**config.mk**
```make
export PLATFORM = sky130hd
export DESIGN_NAME = pwm_tone_sequencer
export DESIGN_NICKNAME = d
export VERILOG_FILES = /design/src/rtl/pwm_tone_sequencer.sv
export SDC_FILE = /design/constraint.sdc
export NUM_CORES = 1
export LEC_CHECK = 0
export BUFFER_PORTS_ARGS = -buffer_cell sky130_fd_sc_hd__buf_2
export CORE_ASPECT_RATIO = 0.5
export CORE_UTILIZATION = 30
export CTS_CLUSTER_SIZE = 40
export DETAILED_ROUTE_END_ITERATION = 7
export PLACE_DENSITY_LB_ADDON = 0.15
export SYNTH_ARGS = -nofsm -noshare
export SYNTH_HDL_FRONTEND = slang
export SYNTH_SLANG_ARGS = --single-unit
```
**constraint.sdc**
```tcl
create_clock -name clk -period 4.9 [get_ports clk]
set_input_delay 0.49 -clock clk [delete_from_list [all_inputs] [get_ports clk]]
set_output_delay 0.49 -clock clk [all_outputs]
set_load 0.02 [all_outputs]
```
**src/rtl/pwm_tone_sequencer.sv**
```systemverilog
// Steps the sine-PWM generator through a small table of (N, duration) tones,
// gating its output per entry with optional inter-note gaps and looping.
module pwm_tone_sequencer #(
    parameter int DEPTH     = 16,
    parameter int AW        = 4,
    parameter int DUR_W     = 16,
    parameter int TICK_DIV  = 50000,
    parameter int GAP_TICKS = 0
) (
    input  logic             clk,
    input  logic             rst,
    input  logic             wr_en,
    input  logic [AW-1:0]    wr_addr,
    input  logic [11:0]      wr_n,
    input  logic [DUR_W-1:0] wr_dur,
    input  logic [AW:0]      length,
    input  logic             loop,
    input  logic             start,
    input  logic             stop,
    output logic [11:0]      N_out,
    output logic             pwm_en,
    output logic [AW-1:0]    note_idx,
    output logic             busy,
    output logic             done
);

    localparam int PW = (TICK_DIV > 1) ? $clog2(TICK_DIV) : 1;
    localparam logic [PW-1:0]    PRESC_LAST = PW'(TICK_DIV - 1);
    localparam logic [DUR_W-1:0] GAP_LAST   = DUR_W'((GAP_TICKS > 0) ? GAP_TICKS - 1 : 0);

    typedef enum logic [2:0] {IDLE, LOAD, NOTE, GAP, FIN} state_t;

    state_t state, state_nx, adv_state;

    logic [11:0]      table_n   [DEPTH];
    logic [DUR_W-1:0] table_dur [DEPTH];

    logic [AW-1:0]    idx, idx_nx, adv_idx;
    logic [AW:0]      len_r;
    logic             loop_r;
    logic [DUR_W-1:0] dur_r;
    logic [PW-1:0]    presc;
    logic [DUR_W-1:0] tick_cnt;

    logic             tick, note_end, gap_end, last_entry;
    logic [11:0]      cur_n;
    logic [DUR_W-1:0] cur_dur;

    // Table storage has no reset so a programmed song survives a reset.
    always_ff @(posedge clk) begin
        if (wr_en) begin
            table_n[wr_addr]   <= wr_n;
            table_dur[wr_addr] <= wr_dur;
        end
    end

    assign cur_n      = table_n[idx];
    assign cur_dur    = table_dur[idx];
    assign tick       = (presc == PRESC_LAST);
    assign note_end   = tick && (tick_cnt == dur_r - DUR_W'(1));
    assign gap_end    = tick && (tick_cnt == GAP_LAST);
    assign last_entry = ({1'b0, idx} == len_r - (AW+1)'(1));
    assign busy       = (state != IDLE);

    always_comb begin
        adv_state = LOAD;
        adv_idx   = idx + AW'(1);
        if (last_entry) begin
            adv_idx   = '0;
            adv_state = loop_r ? LOAD : FIN;
        end
    end

    always_ff @(posedge clk) begin
        if (rst) begin
            state <= IDLE;
            idx   <= '0;
        end else begin
            state <= state_nx;
            idx   <= idx_nx;
        end
    end

    always_comb begin
        state_nx = state;
        idx_nx   = idx;
        case (state)
            IDLE: begin
                if (start && !stop) begin
                    idx_nx   = '0;
                    state_nx = (length == '0) ? FIN : LOAD;
                end
            end
            LOAD: begin
                if (cur_dur == '0) begin
                    state_nx = adv_state;
                    idx_nx   = adv_idx;
                end else begin
                    state_nx = NOTE;
                end
            end
            NOTE: begin
                if (note_end) begin
                    if (GAP_TICKS > 0) begin
                        state_nx = GAP;
                    end else begin
                        state_nx = adv_state;
                        idx_nx   = adv_idx;
                    end
                end
            end
            GAP: begin
                if (gap_end) begin
                    state_nx = adv_state;
                    idx_nx   = adv_idx;
                end
            end
            FIN:     state_nx = IDLE;
            default: state_nx = IDLE;
        endcase
        if (stop && state != IDLE) begin
            state_nx = IDLE;
        end
    end

    // Skipped (zero-duration) entries never reach N_out, so the generator
    // keeps seeing the last tone that actually played.
    always_ff @(posedge clk) begin
        if (rst) begin
            N_out    <= '0;
            pwm_en   <= 1'b0;
            note_idx <= '0;
            done     <= 1'b0;
            presc    <= '0;
            tick_cnt <= '0;
            dur_r    <= '0;
            len_r    <= '0;
            loop_r   <= 1'b0;
        end else begin
            done <= (state == FIN) && !stop;
            if (state == IDLE && start && !stop) begin
                len_r  <= length;
                loop_r <= loop;
            end
            case (state)
                LOAD: begin
                    presc    <= '0;
                    tick_cnt <= '0;
                    note_idx <= idx;
                    dur_r    <= cur_dur;
                    if (cur_dur != '0) begin
                        N_out  <= cur_n;
                        pwm_en <= (cur_n != 12'd0);
                    end else begin
                        pwm_en <= 1'b0;
                    end
                end
                NOTE, GAP: begin
                    if (tick) begin
                        presc    <= '0;
                        tick_cnt <= tick_cnt + DUR_W'(1);
                    end else begin
                        presc <= presc + PW'(1);
                    end
                    if (state == NOTE && note_end) begin
                        pwm_en   <= 1'b0;
                        presc    <= '0;
                        tick_cnt <= '0;
                    end
                end
                default: ;
            endcase
            if (stop && state != IDLE) begin
                pwm_en <= 1'b0;
            end
        end
    end

endmodule

```
==> flow_summary_export.csv <==
group,metric,value,unit
floorplanning,row_count,68,
route,residual_drc_count,0,
job,cap_viol_max_count,0,
clock_tree,post_cts_buffers,0,
clock_tree,worst_setup_hold_path_clk_slew,70,ps
critical_path,crit_slowest_cell,"a2111o_1",
route,routed_via_density,4.94,
min_path,kind_of_path_behind_the_tightest_hold_check,"input port to flop",
clock_tree,number_of_instances_resized_during_post_cts_repair,0,
clock_tree,post_cts_hold_buffer_count,0,
sta,final-hold-violation-count,0,
floorplanning,design.core.area,0.0696,mm²
critical_path,regToRegStartpoint,"dur_r[0]",
critical_path,timing.critical_path.cells,"inv_1 -> ha_1 -> or3b_2 -> or4_4 -> a221oi_2 -> o2111ai_1 -> a2111oi_0 -> a2111o_1 -> o21ai_0 -> a21o_1",
sta,fin_tns_setup,0,ps
synthesis,post_synth_edffs,448,
floorplanning,die_x,379,µm
synthesis,synth_flop_cell,"edfxtp_1",
power_and_ir_drop,vdd.ir_drop.worst,258,µV
placement,gp_congestion,0.808,
sta,timing.final.setup_violations,0,
final_layout,post_layout_nonfiller_instances,2319,
global_route,antenna_found_initial,1,
placement,place_hpwl,31300,µm
final_layout,finalNetCount,1383,
route,drt-wirelength-per-cell,22.6,µm
sta,timing.max_slew.rel_slack,31.8,%
clock_tree,cts_root_buf,"clkbuf_16",
clock_tree,tritoncts,"yes",
final_layout,antenna_cells,0,
critical_path,worst-r2r-cell-count,10,
critical_path,critical_path.startpoint_type,"flop",
power_and_ir_drop,p_leak,7.70,nW
sta,finalCriticalPeriod,4250,ps
route,routed_wirelength,52500,µm
sta,clock-skew-final,25.5,ps
critical_path,critPathMaxFanout,27,
synthesis,synth_area_leader_cell,"edfxtp_1",
synthesis,ys_seq_elements,531,
clock_tree,cts-root-to-sink-buffers,3,
final_layout,final_cell_mix,"448 x edfxtp_1, 124 x mux4_2, 101 x nand2_1, 80 x dfxtp_1, 61 x buf_2",
synthesis,synth_top_cell_area_share,63.2,%
route,vias_after_detailed_routing,11500,
critical_path,required,5370,ps
route,drt.antenna.violating_nets,0,
floorplanning,io_pins,62,
final_layout,syn_to_final_growth,14.9,%
synthesis,synth_sequential_area_ratio,71.0,%
synthesis,netlist_instances,1257,
sta,fmax,235,MHz
clock_tree,cts-buffers-inserted,50,
sta,rsz_0062_raised_after_global_routing,"no",
min_path,startpoint_of_the_lowest_slack_hold_path,"loop",
synthesis,synth-warning-count,0,
global_route,gr-total-overflow,0,
clock_tree,tritoncts_num_sinks,531,
synthesis,net_count_synth,1306,
critical_path,worst_setup_path_startpoint,"dur_r[0]",
synthesis,synth.area.top_cells,"edfxtp_1 63%, mux4_2 13%, dfxtp_1 7.8%",
final_layout,final_layout_size_suffix_gt1_share,23.1,%
route,dr.pass1.iters,5,
global_route,grt_pass1_vias,11900,
global_route,grt_usage,14.6,%
sta,transition_time_at_the_pin_with_the_least_slew_margin,1020,ps
power_and_ir_drop,powerDensity,384,mW/mm²
critical_path,worstSetupPathType,"flop to flop",
critical_path,worst_setup_path_end_kind,"flop",
final_layout,layout.cells.most_common,"edfxtp_1",
critical_path,max_stage_delay,790,ps
critical_path,worst-endpoint-arrival,4720,ps
floorplanning,die_area,0.0721,mm²
clock_tree,cts.htree.levels,2,
synthesis,avgSynthCellArea,16.9,µm²
min_path,hold_path_depth,3,
synthesis,mapped_area,0.0213,mm²
global_route,grt_max_degree,50,
placement,port-buffer-count,61,
floorplanning,floorplan.initialDensity,30.6,%
sta,hold_slack,150,ps
floorplanning,dieHeight,190,µm
clock_tree,clkLatencyLatePin,590,ps
placement,dp.cells,2227,
power_and_ir_drop,finalPower,0.00940,W
synthesis,synthArstFlopShare,0,%
status,status,"finished clean",
global_route,grt_first_pass_wirelength,77600,µm
route,first_iter_violations,1068,
sta,slew_viol_final,0,
synthesis,yosysUniqueCellTypes,56,
sta,min_period_over_period,86.8,%
## worst paths after layout
path | to | slack [ps]
max | tick_cnt[15] | 650
min | loop_r | 150
max reg2reg | tick_cnt[15] | 650
min reg2reg | note_idx[2] | 450
## routing by layer
| layer | GRT usage (%) | vias up | part of all wire [%] |
|---|---|---|---|
| met2 | 25.6 | 166 | 50 |
| met5 | 0 | - | 0 |
| met4 | 2.93 | 0 | 1.5 |
| met3 | 2.53 | 63 | 3.6 |
| li1 | - | 5200 | - |
| met1 | 19.1 | 6037 | 45 |
## where the power goes
| group | total (W) | internal [W] | switching (W) |
|---|---|---|---|
| logic | 0.000584 | 0.000225 | 0.000359 |
| clock network | 0.00378 | 0.00209 | 0.00169 |
| registers | 0.00504 | 0.00499 | 0.0000454 |
## cells by family after synthesis
family	share of synthesized area, %
compound gates	5.33
mux	13.4
flops	71.0
buf+inv	1.53
fa+ha+maj	0.353
xor+xnor	1.11
simple gates	7.21
## synthesized netlist by cell type, drive strengths merged (3+ instances only)
cell type,instances
a2111oi,6
a211o,3
a211oi,6
a21o,16
a21oi,54
a22oi,36
a31oi,4
and2,7
and3,16
buf,18
clkbuf,53
dfxtp,83
edfxtp,448
ha,6
inv,12
mux2i,7
mux4,124
nand2,101
nand2b,8
nand3,14
nand3b,3
nand4,12
nor2,57
nor2b,6
nor3,17
nor3b,15
nor4,19
nor4b,3
o21ai,31
o31ai,4
or2,3
or3,9
or4,7
xnor2,17
xor2,10
## worst max-delay path: cells and delay by family (launching register included)
| family | cells | cell delay (ps) |
|---|---|---|
| AO/OA/AOI/OAI | 6 | 2350 |
| adder cells (fa/ha/maj) | 1 | 250 |
| buffers and inverters | 1 | 80 |
| flip-flops | 1 | 370 |
| AND/OR/NAND/NOR | 2 | 1070 |
## registers in the layout, summed over array words and instances, names as in the netlist, named ones only
register,cells
pwm_en,1
N_out,12
loop_r,1
len_r,5
tick_cnt,16
state,3
note_idx,4
table_dur,256
table_n,192
dur_r,16
done,1
idx,4
presc,16
## stage by stage
stage          setup WS, ps  utilization (%)  cell area (µm²)
5_1_grt                 267             35.1            24500
2_1_floorplan          1200                -            21300
6_report                648             35.1            24500
3_3_place_gp            893             32.9            22900
4_1_cts                 722             35.1            24500
3_5_place_dp            800             32.9            22900
## cell type report
| class | count | area [µm²] |
|---|---|---|
| well taps | 945 | 1180 |
| inverters | 12 | 45.0 |
| repair buffers | 96 | 581 |
| clock inverters | 34 | 288 |
| clock buffers | 58 | 1280 |
| multi-input cells | 643 | 5960 |
| fillers | 6638 | 45100 |
| flip-flops and latches | 531 | 15100 |
No activity file was read; power rests on OpenSTA's default activity.
